**config.mk**
```make
export PLATFORM = sky130hd
export DESIGN_NAME = request_decoder
export DESIGN_NICKNAME = d
export VERILOG_FILES = /design/src/rtl/request_decoder.sv
export SDC_FILE = /design/constraint.sdc
export NUM_CORES = 1
export LEC_CHECK = 0
export ABC_CLOCK_PERIOD_IN_PS = 3300
export CAP_MARGIN = 30
export CORE_ASPECT_RATIO = 1.4
export CORE_MARGIN = 8
export CORE_UTILIZATION = 55
export DETAILED_ROUTE_END_ITERATION = 6
export PLACE_DENSITY = 0.76
export SETUP_SLACK_MARGIN = 0.05
export SLEW_MARGIN = 10
export SYNTH_ARGS = -nofsm -noshare
export SYNTH_HDL_FRONTEND = slang
export SYNTH_SLANG_ARGS = --single-unit
```
**constraint.sdc**
```tcl
create_clock -name clock -period 3.3 [get_ports clock]
set_input_delay 0.495 -clock clock [delete_from_list [all_inputs] [get_ports clock]]
set_output_delay 0.495 -clock clock [all_outputs]
set_load 0.02 [all_outputs]
```
**src/rtl/request_decoder.sv**
```systemverilog
// request_decoder: assembles a validated 2-byte host request (code, sensor address) from the UART RX byte stream
module request_decoder #(
   parameter int unsigned TIMEOUT_CYCLES = 5_000_000,
   parameter logic [7:0]  MAX_CODE       = 8'h08,
   parameter logic [7:0]  MAX_ADDRESS    = 8'h1F
) (
   input  logic       clock,
   input  logic       reset,
   input  logic       rx_done,
   input  logic [7:0] rx_data,
   input  logic       request_ack,
   output logic       request_valid,
   output logic [7:0] request_code,
   output logic [7:0] sensor_address,
   output logic       error_code,
   output logic       error_address,
   output logic       error_timeout,
   output logic       overrun
);
   localparam int unsigned CW = (TIMEOUT_CYCLES > 2) ? $clog2(TIMEOUT_CYCLES) : 1;
   localparam logic [CW-1:0] LAST = CW'(TIMEOUT_CYCLES - 1);
   typedef enum logic [1:0] {WAIT_CODE, WAIT_ADDR, PENDING} state_t;
   state_t state_q, state_d;
   logic [CW-1:0] cnt_q, cnt_d;
   logic [7:0] code_reg_q, code_reg_d;
   logic request_valid_q, request_valid_d;
   logic [7:0] request_code_q, request_code_d;
   logic [7:0] sensor_address_q, sensor_address_d;
   logic error_code_q, error_code_d;
   logic error_address_q, error_address_d;
   logic error_timeout_q, error_timeout_d;
   logic overrun_q, overrun_d;
   // next-state, inter-byte gap supervision and registered output values
   always_comb begin
      state_d          = state_q;
      cnt_d            = cnt_q;
      code_reg_d       = code_reg_q;
      request_valid_d  = request_valid_q;
      request_code_d   = request_code_q;
      sensor_address_d = sensor_address_q;
      error_code_d     = 1'b0;
      error_address_d  = 1'b0;
      error_timeout_d  = 1'b0;
      overrun_d        = 1'b0;
      case (state_q)
         WAIT_CODE: begin
            if (rx_done) begin
               if (rx_data <= MAX_CODE) begin
                  code_reg_d = rx_data;
                  cnt_d      = '0;
                  state_d    = WAIT_ADDR;
               end else begin
                  error_code_d = 1'b1;
               end
            end
         end
         WAIT_ADDR: begin
            if (rx_done) begin
               if (rx_data <= MAX_ADDRESS) begin
                  sensor_address_d = rx_data;
                  request_code_d   = code_reg_q;
                  request_valid_d  = 1'b1;
                  state_d          = PENDING;
               end else begin
                  error_address_d = 1'b1;
                  state_d         = WAIT_CODE;
               end
            end else if (cnt_q == LAST) begin
               error_timeout_d = 1'b1;
               state_d         = WAIT_CODE;
            end else begin
               cnt_d = cnt_q + 1'b1;
            end
         end
         PENDING: begin
            overrun_d = rx_done;
            if (request_ack) begin
               request_valid_d = 1'b0;
               state_d         = WAIT_CODE;
            end
         end
         default: state_d = WAIT_CODE;
      endcase
   end
   // state and output registers; reset discards any partial or pending request
   always_ff @(posedge clock) begin
      if (reset) begin
         state_q          <= WAIT_CODE;
         cnt_q            <= '0;
         code_reg_q       <= '0;
         request_valid_q  <= 1'b0;
         request_code_q   <= '0;
         sensor_address_q <= '0;
         error_code_q     <= 1'b0;
         error_address_q  <= 1'b0;
         error_timeout_q  <= 1'b0;
         overrun_q        <= 1'b0;
      end else begin
         state_q          <= state_d;
         cnt_q            <= cnt_d;
         code_reg_q       <= code_reg_d;
         request_valid_q  <= request_valid_d;
         request_code_q   <= request_code_d;
         sensor_address_q <= sensor_address_d;
         error_code_q     <= error_code_d;
         error_address_q  <= error_address_d;
         error_timeout_q  <= error_timeout_d;
         overrun_q        <= overrun_d;
      end
   end
   assign request_valid  = request_valid_q;
   assign request_code   = request_code_q;
   assign sensor_address = sensor_address_q;
   assign error_code     = error_code_q;
   assign error_address  = error_address_q;
   assign error_timeout  = error_timeout_q;
   assign overrun        = overrun_q;
endmodule

```
Word-level counts from Yosys, hierarchy flattened --
Cells that the tools add are included.
Word-level totals: word-level logic and storage cells 59, bits of input ports 12, output and inout port bits 21, flip-flop bits (word level) 54
Cells by class: multiplexer cells 19, magnitude comparators 2, bitwise gates (word level) 4, reduce and logical (&&, ||, !) cells 12, $add $sub $neg 1, eq/ne operators 11
Operator list (count):
- 23-bit two-way mux | 4
- 23-bit one-hot mux with 2 select lines | 1
- 23-bit by 1-bit adder with 23-bit output, second input constant | 1
- 23-bit equality test, second input constant | 1
- 2-bit inequality test, second input constant | 7
- 2-bit two-way mux | 6
- 3-bit OR reduction | 3
- 8-bit by 4-bit less-or-equal comparator with 1-bit output, second input constant | 1
- 8-bit by 5-bit less-or-equal comparator with 1-bit output, second input constant | 1
- 4-bit AND reduction | 2
- 1-bit two-way mux | 6
- 2-bit one-hot mux with 3 select lines | 1
- 3-bit AND reduction | 2
- 5-bit AND reduction | 1
- 1-bit inverter | 4
- 2-bit nonzero test | 2
- 3-bit inequality test, second input constant | 1
- 2-bit by 1-bit equality test with 1-bit output, second input constant | 1
- 2-bit equality test, second input constant | 1
- 2-bit logical NOT | 1
- 1-bit one-hot mux with 2 select lines | 1
- 2-bit OR reduction | 1

Depth between registers and ports, before layout --
Gate-level depths: netlist (run 1).
word-level depth 4, mapped depth 8, depth with buffers taken out 6

Worst setup path after synthesis (run 1) --
OpenSTA, ideal clock, no wires.
kind input-to-reg, start point input rx_done, end point register cnt_q[11], library setup time 119 ps, slack 1229 ps, stages 6, required time 3181 ps, arrival time 1953 ps, buffers on the path 3, cells stage by stage buf_2 or4b_1 o32a_1 buf_6 clkbuf_1 o221a_2
Between the ends: longest elaborated chain between the ends 2, elaborated cells on any way between the ends 3, those cells by class eq/ne (2); reduce/logical (1)
Ends and longest elaborated chain:
- from (decl) | line 9 | input logic rx_done,
- 2-bit inequality test (no source line)
- 5-bit AND reduction (no source line) (*)
- to (signal assigned) | line 100 | cnt_q <= cnt_d;
- to (decl) | line 24 | logic [CW-1:0] cnt_q, cnt_d;
Every way passes the cells marked *; elsewhere a longest branch is shown, timed or not. A chain may end at the register's enable or synchronous reset.

Worst setup path after layout (run 1) --
start point input rx_done, end point register cnt_q[12]
The elaborated chain is that of the path after synthesis.

==> impl_metrics.ini, run 1 <==
[worst_setup_path]
setup_slack_reg_to_reg_ns = 1.02
start_kind = primary input
critical-path-max-stage-delay_ns = 0.62
critPathKind = in2reg
end_kind = flop
worst_r2r_endpoint = cnt_q[3]
critPathMaxFanout = 20
regToRegStartpoint = state_q[1]
cp_slowest_cell = sky130_fd_sc_hd__clkdlybuf4s50_1
crit_path_frequent_cell = sky130_fd_sc_hd__or4b_1
worstPathArrival_ns = 2.81
timing.critical_path.buf_inv = 1
cp_cell_sequence = clkdlybuf4s50_1, or4b_1, o32a_1, or4b_1, a21oi_1
worst-r2r-cell-count = 5
crit_family = simple AND/OR/NAND/NOR gates
setup.worst_path.start = rx_done
cp_data_required_time_ns = 3.53

[clock_tree]
number_of_buffers_on_the_longest_clock_path = 2
clkLatencyLatePin_ns = 0.31
cts_repair_resize_count = 0
cts-root-buf = sky130_fd_sc_hd__clkbuf_8
clk_pin_slew_ns = 0.09
post-cts-setup-buffer-count = 0
cts_htree_levels = 2
clock-sinks = 54
postCtsHoldBufs = 0
cts_buffers = 5
clock_tree_from_tritoncts = done

[die]
design.portCount = 33
initial_core_util = 0.571
overall_die_width_um = 72.0
fp.dieArea_um2 = 6810
rows = 28
floorplan.die.height_um = 94.5
core_region_area_um2 = 4240

[drt]
drt-total-wl_um = 5980
detail_route.first_pass.iterations = 4
drt_first_iter_violations = 265
final_antenna_net_count = 0
drcViolationCount = 0
vias = 2309
routedWlPerCell_um = 15.6
via_per_inst = 6.03

[min_path]
worst_hold_path_type = reg2reg
worstHoldPathCells = 2
worstHoldStart = code_reg_q[6]
hold_path_end = request_code[6]

[synthesis]
synthMostInstantiatedCell = sky130_fd_sc_hd__dfxtp_1
netlist.top_cell.by_area = sky130_fd_sc_hd__dfxtp_1
synthesis_warning_total = 0
syn_area_per_cell_um2 = 8.31
dominantRegCellSynth = sky130_fd_sc_hd__dfxtp_1
ys_ff_latch = 54
synthTopCellsByArea = sky130_fd_sc_hd__dfxtp_1, sky130_fd_sc_hd__nand2_1, sky130_fd_sc_hd__a21oi_1
netlist.area_leader.share = 0.447
post_synth_num_cell_types = 43
synthesis.instances = 291
synth_sequential_area_ratio = 0.447
synth.net_count = 304
syn-cell-area_um2 = 2420
async_flop_share = 0
ys_top_cells_by_count = sky130_fd_sc_hd__dfxtp_1, sky130_fd_sc_hd__nand2_1, sky130_fd_sc_hd__a21oi_1
synth_edf_count = 0

[place]
gpl.final_weighted_congestion = 0.918
dp.final_hpwl_um = 4390
dp_cells = 374
io_buffer_count = 32

[run_status]
outcome = finished clean

[power_and_ir_drop]
peakVddDrop_mv = 0.249
reported_leakage_power_nw = 0.928
cellPowerDensity_nw_per_um2 = 377

[grt]
leftover_overflow_at_the_end_of_global_routing = 0
grt_first_pass_wirelength_um = 10400
grt_start_max_net_pins = 38
grt_use_total = 0.188
number_of_antenna_violations_at_the_first_check_in_global_routing = 0
first_global_vias = 2253

[finish]
drive_above_1_share = 0.0650
area_growth_pct = 19.5
design.final.nets = 335
post_layout_nonfiller_instances = 383
antenna_diode_instance_count = 0

[sta]
clock-skew-final_ns = 0.00759
slew-limit-headroom = 0.561
fmax_mhz = 388
hold_slack_ns = 0.454
post-route-period-util = 0.782
final_hold_viol_count = 0
timing_max_transition_violations_final = 0
totalNegativeSetupSlack_ns = 0
rsz_0062_raised_after_global_routing = no
final.min_clock_period_ns = 2.58
tightest_slew_ns = 0.657
setup_viol = 0

[flow_run]
cap_viol_max_count = 0
-- worst register-to-register path: stages, from the launching register on --
cell,delay [ns]
sky130_fd_sc_hd__dfxtp_1,0.52
sky130_fd_sc_hd__nand2b_1,0.39
sky130_fd_sc_hd__o32a_1,0.66
sky130_fd_sc_hd__and2_0,0.37
sky130_fd_sc_hd__inv_1,0.11
sky130_fd_sc_hd__a31oi_1,0.16
-- stage by stage --
step / setup WS, ns / instance area [µm²] / util / power, mW
after floorplan: 1.23 / 2420 / - / 0.690
after global placement: 0.480 / 2790 / 0.657 / 0.712
after detailed placement: 0.415 / 2790 / 0.657 / 0.713
after CTS: 0.734 / 2890 / 0.681 / 1.10
after global routing: 0.604 / 2890 / 0.682 / 1.13
final: 0.720 / 2890 / 0.682 / 1.09
-- placed cells by master (no fill, tap or decap), types with 2 or more instances in the layout --
master                            Yosys  layout
sky130_fd_sc_hd__dfxtp_1             54      54
sky130_fd_sc_hd__nand2_1             39      39
sky130_fd_sc_hd__clkdlybuf4s50_1      0      32
sky130_fd_sc_hd__a21oi_1             26      26
sky130_fd_sc_hd__nor2_1              17      17
sky130_fd_sc_hd__a31oi_1             14      14
sky130_fd_sc_hd__o21ai_0             14      14
sky130_fd_sc_hd__nand4_1             12      12
sky130_fd_sc_hd__nand3_1             11      11
sky130_fd_sc_hd__nor3_1              10      10
sky130_fd_sc_hd__inv_1                8       8
sky130_fd_sc_hd__and3_1               7       7
sky130_fd_sc_hd__or3_1                7       7
sky130_fd_sc_hd__clkbuf_8             0       6
sky130_fd_sc_hd__buf_4                0       6
sky130_fd_sc_hd__o311ai_0             5       5
sky130_fd_sc_hd__o31ai_1              5       5
sky130_fd_sc_hd__nor3b_1              5       5
sky130_fd_sc_hd__mux2i_1              4       4
sky130_fd_sc_hd__and2_1               3       3
sky130_fd_sc_hd__nor4b_1              3       3
sky130_fd_sc_hd__nor4_1               3       3
sky130_fd_sc_hd__or4b_1               3       3
sky130_fd_sc_hd__a21o_1               3       3
sky130_fd_sc_hd__nor2b_1              2       2
sky130_fd_sc_hd__or2_2                2       2
sky130_fd_sc_hd__or4_1                2       2
sky130_fd_sc_hd__nand3b_1             2       2
-- layer usage --
metal | part of all wire | global-route usage
met1 | 0.41 | 0.206
met2 | 0.51 | 0.329
met3 | 0.055 | 0.0498
met4 | 0.025 | 0.0923
met5 | 0 | 0
-- how the worst max path moves through the flow --
stage	endpoint	slack, ns	cells after the start
after CTS	cnt_q[12]	0.73	5
after detailed placement	cnt_q[12]	0.42	5
final	cnt_q[12]	0.72	5
after floorplan	cnt_q[11]	1.23	6
after global routing	cnt_q[12]	0.60	5
after global placement	cnt_q[12]	0.48	5
-- cell type report --
cell class              instances  area [µm²]
clock buffers                   6        82.6
fillers                       367        1350
repair buffers                 39         370
well taps                      60        75.1
clock inverters                 2        16.3
multi-input cells             214        1230
inverters                       8        30.0
flip-flops and latches         54        1080
-- power breakdown --
part | leakage (nW) | internal [mW] | switching [mW]
sequential | 0.435 | 0.652 | 0.000626
clock | 0.0478 | 0.173 | 0.218
combinational | 0.445 | 0.0192 | 0.0252
-- flip-flops by register name, indices dropped and copies added, names as in the netlist --
name and flops:
overrun 1, sensor_address 8, cnt_q 23, request_code 8
state_q 2, error_timeout 1, code_reg_q 8, request_valid 1
error_code 1, error_address 1
-- cells by family after synthesis --
group                      after synthesis  share of synthesized area
AOI/OAI and AO/OA                       75                      0.190
muxes                                    4                     0.0166
adders and majority gates                1                    0.00517
and+or+nand+nor                        134                      0.299
DFF                                     54                      0.447
buffers and inverters                   23                     0.0424
Note: power is estimated with default switching activity, not from simulation.
==> run 2, diff against run 1 <==
- ABC_CLOCK_PERIOD_IN_PS: 3300 -> 2250
- CORE_UTILIZATION: 55 -> 49
- PLACE_DENSITY: 0.76 -> 0.71
- clock period: 3.3 -> 2.25 ns (I/O delays scaled with it)
==> impl_metrics.ini, run 2 (synthesis gave the netlist of run 1 again) <==
[clock_tree]
cts-root-buf = sky130_fd_sc_hd__clkbuf_8
clock-sinks = 54
clkLatencyLatePin_ns = 0.31
clk_pin_slew_ns = 0.10
cts_htree_levels = 2
number_of_buffers_on_the_longest_clock_path = 2
clock_tree_from_tritoncts = done
cts_buffers = 5
post-cts-setup-buffer-count = 0

[grt]
number_of_antenna_violations_at_the_first_check_in_global_routing = 0
grt_start_max_net_pins = 28
grt_first_pass_wirelength_um = 11000
grt_use_total = 0.187
first_global_vias = 2321
leftover_overflow_at_the_end_of_global_routing = 0

[power_and_ir_drop]
peakVddDrop_mv = 0.318
cellPowerDensity_nw_per_um2 = 522
p_switching_mw = 0.378
design_power_total_mw = 1.60
cellInternalPower_mw = 1.22
p_sw_frac = 0.237
comb_power_share = 0.048
clkPwrFrac = 0.351
seq_power_share = 0.600
reported_leakage_power_nw = 1.04

[die]
fp.dieArea_um2 = 7470
initial_core_util = 0.503
floorplan.die.height_um = 99.1
rows = 30
design.portCount = 33
overall_die_width_um = 75.4
core_region_area_um2 = 4800

[finish]
top_library_cells_by_usage_in_the_layout_fill_and_taps_aside = sky130_fd_sc_hd__dfxtp_1, sky130_fd_sc_hd__nand2_1, sky130_fd_sc_hd__clkdlybuf4s50_1
design.final.nets = 354
largest_register = cnt_q
post_layout_nonfiller_instances = 406
area_growth_pct = 26.4
largest_register_ffs = 23
antenna_diode_instance_count = 0
drive_above_1_share = 0.120
layout_commonest_cell = sky130_fd_sc_hd__dfxtp_1

[min_path]
worst_hold_path_type = reg2reg

[place]
io_buffer_count = 32
dp_cells = 398
gpl.final_weighted_congestion = 0.905
preCtsSetupSlack_ns = -0.254
dp.final_hpwl_um = 4740

[sta]
slew-limit-headroom = 0.700
fmax_mhz = 470
clock-skew-final_ns = 0.00740
final.min_clock_period_ns = 2.13
totalNegativeSetupSlack_ns = 0
tightest_slew_ns = 0.446
timing_max_transition_violations_final = 0
final_hold_viol_count = 0
setup_viol = 0
worst_slack_ns = 0.124
post-route-period-util = 0.945
rsz_0062_raised_after_global_routing = no

[flow_run]
cap_viol_max_count = 0

[drt]
route.met3.wl_um = 309
route.top_layer_used = met4
drt-total-wl_um = 6430
final_antenna_net_count = 0
detailroute.wirelength.met2_um = 3280
routedWlPerCell_um = 15.8
drt_first_iter_violations = 137
via_per_inst = 5.77
detail_route.first_pass.iterations = 4
drcViolationCount = 0
detail_route.wirelength.met1_um = 2650
vias = 2344

[worst_setup_path]
critPathKind = in2reg
end_kind = flop
cp_data_required_time_ns = 2.45
worstPathArrival_ns = 2.32
critPathMaxFanout = 10
start_kind = primary input

[run_status]
outcome = finished clean
-- run 2: repair_timing --
item | 4_1_cts | 5_1_grt
hold buffers | 0 | 0
endpoints found under the setup margin | 0 | 13
gates resized for setup | 0 | 7
-- run 2: power groups by stage --
stage | registers [mW] | logic [mW] | clock network, mW
2_1_floorplan | 0.981 | 0.0310 | 0
3_3_place_gp | 0.980 | 0.0764 | 0
3_5_place_dp | 0.980 | 0.0766 | 0
4_1_cts | 0.958 | 0.0768 | 0.574
5_1_grt | 0.959 | 0.0836 | 0.603
6_report | 0.958 | 0.0771 | 0.561
-- run 2: layer usage --
metal	up-vias	GRT usage
met4	0	0.101
met3	15	0.0493
met5	-	0
met1	1089	0.207
met2	65	0.311
li1	1175	-
-- run 2: worst max-delay path, cell delays in order --
cell	delay, ns
sky130_fd_sc_hd__clkdlybuf4s50_1	0.46
sky130_fd_sc_hd__or4b_1	0.52
sky130_fd_sc_hd__o32a_2	0.41
sky130_fd_sc_hd__buf_12	0.16
sky130_fd_sc_hd__o311ai_0	0.32
sky130_fd_sc_hd__o31ai_1	0.12
-- run 2: path summary, 6_finish.rpt --
path / cells after the start / startpoint / endpoint / slack (ns)
worst min-delay path: 2 / code_reg_q[5] / request_code[5] / 0.46
worst min register to register: 2 / code_reg_q[5] / request_code[5] / 0.46
worst max-delay path: 6 / rx_data[4] / cnt_q[17] / 0.12
worst max register to register: 5 / cnt_q[12] / cnt_q[7] / 0.20
-- run 2: layout make-up --
class	count	area [µm²]
clock buffer	6	72.6
clock inverter	2	16.3
fill	460	1750
inverter	8	30.0
multi-input combinational	214	1250
sequential	54	1080
tap	64	80.1
timing repair buffer	58	528
-- run 2: stage by stage --
step           hold WS [ns]  area (µm²)  utilization
2_1_floorplan         0.427        2420            -
4_1_cts               0.459        3040        0.633
5_1_grt               0.479        3060        0.636
3_5_place_dp          0.445        2950        0.615
6_report              0.458        3060        0.636
3_3_place_gp          0.436        2950        0.615
==> run 3, diff against run 2 <==
- ABC_AREA: default -> 1
- CORE_UTILIZATION: 49 -> 50
- PLACE_DENSITY: 0.71 -> 0.72
==> impl_metrics.ini, run 3 <==
[synthesis]
async_flop_share = 0
dominantRegCellSynth = sky130_fd_sc_hd__dfxtp_1
synthesis.instances = 404
synth.net_count = 417
post_synth_num_cell_types = 31
synthMostInstantiatedCell = sky130_fd_sc_hd__nand2_1
syn-cell-area_um2 = 2660
netlist.top_cell.by_area = sky130_fd_sc_hd__dfxtp_1
synthTopCellsByArea = sky130_fd_sc_hd__dfxtp_1, sky130_fd_sc_hd__nand2_1, sky130_fd_sc_hd__nor2_1
syn_area_per_cell_um2 = 6.58
netlist.area_leader.share = 0.407
synth_edf_count = 0
synth_sequential_area_ratio = 0.407
ys_top_cells_by_count = sky130_fd_sc_hd__nand2_1, sky130_fd_sc_hd__nor2_1, sky130_fd_sc_hd__dfxtp_1
synthesis_warning_total = 0
ys_ff_latch = 54

[power_and_ir_drop]
cellInternalPower_mw = 1.32
clkPwrFrac = 0.388
p_switching_mw = 0.367
cellPowerDensity_nw_per_um2 = 529
p_sw_frac = 0.217
peakVddDrop_mv = 0.433
comb_power_share = 0.044
seq_power_share = 0.567
reported_leakage_power_nw = 1.27

[drt]
route.met3.wl_um = 258
via_per_inst = 5.14
drt_first_iter_violations = 128
route.top_layer_used = met4
detail_route.first_pass.iterations = 4
vias = 2617
detail_route.wirelength.met1_um = 2720
routedWlPerCell_um = 12.8
drt-total-wl_um = 6500
detailroute.wirelength.met2_um = 3270
drcViolationCount = 0
final_antenna_net_count = 0

[clock_tree]
clock-sinks = 54
clkLatencyLatePin_ns = 0.32
cts_htree_levels = 2
post-cts-setup-buffer-count = 0
cts_buffers = 5
clk_pin_slew_ns = 0.10
clock_tree_from_tritoncts = done
number_of_buffers_on_the_longest_clock_path = 2
cts-root-buf = sky130_fd_sc_hd__clkbuf_8

[min_path]
worstHoldPathCells = 2
worst_hold_path_type = reg2reg
hold_path_end = sensor_address[7]
worstHoldStart = sensor_address[7]

[finish]
area_growth_pct = 20.2
design.final.nets = 455
largest_register_ffs = 23
layout_commonest_cell = sky130_fd_sc_hd__nand2_1
fillCellCount = 507
final_util = 0.619
largest_register = cnt_q
top_library_cells_by_usage_in_the_layout_fill_and_taps_aside = sky130_fd_sc_hd__nand2_1, sky130_fd_sc_hd__nor2_1, sky130_fd_sc_hd__dfxtp_1
drive_above_1_share = 0.0745
post_layout_nonfiller_instances = 509
antenna_diode_instance_count = 0

[sta]
fmax_mhz = 505
final_hold_viol_count = 0
rsz_0062_raised_after_global_routing = no
clock-skew-final_ns = 0.00983
timing_max_transition_violations_final = 0
totalNegativeSetupSlack_ns = 0
tightest_slew_ns = 0.415
setup_viol = 0
post-route-period-util = 0.881
slew-limit-headroom = 0.721
final.min_clock_period_ns = 1.98

[worst_setup_path]
crit_family = simple AND/OR/NAND/NOR gates
start_kind = flop
critical-path-max-stage-delay_ns = 0.45
critPathKind = reg2reg
critPathMaxFanout = 13
end_kind = flop
worst-r2r-cell-count = 9
setup_slack_reg_to_reg_ns = 0.27
cp_slowest_cell = sky130_fd_sc_hd__dfxtp_1
crit_path_frequent_cell = sky130_fd_sc_hd__nand2_1
regToRegStartpoint = cnt_q[0]
worst_r2r_endpoint = cnt_q[17]
cp_cell_sequence = ha_1, nand3_2, nor2_2, nand4_4, nand2_4, nand2_2, inv_2, nand2_1, nand2_1
timing.critical_path.buf_inv = 1
worstPathArrival_ns = 2.25
cp_data_required_time_ns = 2.52

[grt]
number_of_antenna_violations_at_the_first_check_in_global_routing = 0
grt_start_max_net_pins = 22
leftover_overflow_at_the_end_of_global_routing = 0
grt_first_pass_wirelength_um = 11200
first_global_vias = 2580
grt_use_total = 0.171

[die]
floorplan.die.height_um = 102
initial_core_util = 0.515
overall_die_width_um = 77.6
rows = 31
design.portCount = 33
core_region_area_um2 = 5160
fp.dieArea_um2 = 7940

[flow_run]
cap_viol_max_count = 0

[place]
io_buffer_count = 32
dp_cells = 501
gpl.final_weighted_congestion = 0.912
dp.final_hpwl_um = 5010

[run_status]
outcome = finished clean
## run 3: changes by cell type in the layout (fill, tap and decap cells not counted), sizes merged, moves of 7 or more
cell,change
nand2,+78
a31oi,-14
inv,+35
and3,-7
nand3,+13
buf,-17
nor3,-7
o21ai,+9
or3,-7
nor2,+56
## run 3: worst max path at each step
stage / start / endpoint / slack, ns / depth (start not counted)
2_1_floorplan: cnt_q[0] / cnt_q[14] / 0.67 / 8
3_3_place_gp: rx_data[4] / cnt_q[2] / 0.23 / 10
3_5_place_dp: rx_data[4] / cnt_q[2] / 0.21 / 10
4_1_cts: cnt_q[0] / cnt_q[20] / 0.25 / 9
5_1_grt: cnt_q[0] / cnt_q[19] / 0.07 / 9
6_report: cnt_q[0] / cnt_q[17] / 0.27 / 9
## run 3: final cells by class
| type | instances | area (µm²) | share of cell area |
|---|---|---|---|
| sequential | 54 | 1080 | 0.338 |
| clock inverter | 2 | 37.5 | 0.0118 |
| inverter | 45 | 169 | 0.0529 |
| clock buffer | 6 | 72.6 | 0.0227 |
| tap | 66 | 82.6 | 0.0259 |
| timing repair buffer | 41 | 388 | 0.121 |
| multi-input combinational | 295 | 1360 | 0.427 |
## run 3: tightest hold or removal path, cell delays in order, from the launching register on
cell	delay [ns]
sky130_fd_sc_hd__dfxtp_1	0.32
sky130_fd_sc_hd__nand2_1	0.06
sky130_fd_sc_hd__nor2_1	0.04
## run 3: kinds of logic (layout without fill, tap and decap cells)
| group | count (synthesis) | count (layout) | share of synthesized area |
|---|---|---|---|
| buf+inv | 55 | 94 | 0.0810 |
| xor+xnor | 7 | 7 | 0.0231 |
| fa+ha+maj | 1 | 1 | 0.00471 |
| compound gates | 54 | 54 | 0.110 |
| flops | 54 | 54 | 0.407 |
| simple gates | 233 | 233 | 0.375 |
## run 3: power groups by stage
stage	logic (mW)	clock network, mW	registers, mW
finish	0.0747	0.656	0.959
global route	0.0835	0.715	0.959
CTS	0.0756	0.675	0.959
detailed placement	0.0753	0	0.981
global placement	0.0745	0	0.981
floorplan	0.0347	0	0.983
## run 3: per-layer routing
| metal | up-vias | track usage |
|---|---|---|
| li1 | 1359 | - |
| met1 | 1176 | 0.173 |
| met2 | 62 | 0.314 |
| met3 | 20 | 0.0361 |
| met4 | 0 | 0.105 |
| met5 | - | 0 |
## run 3: timing repair
action                     4_1_cts  5_1_grt
gates resized for setup          0        1
setup endpoints to repair        0        1
hold buffers                     0        0
## run 3: stage by stage
stage                     setup WS [ns]  total power, mW  hold slack, ns  instance area [µm²]
after floorplan                   0.672             1.02           0.430                 2660
after global placement            0.234             1.06           0.432                 3080
after detailed placement          0.211             1.06           0.434                 3080
after CTS                         0.250             1.71           0.449                 3190
after global routing             0.0677             1.76           0.480                 3190
final                             0.269             1.69           0.448                 3190
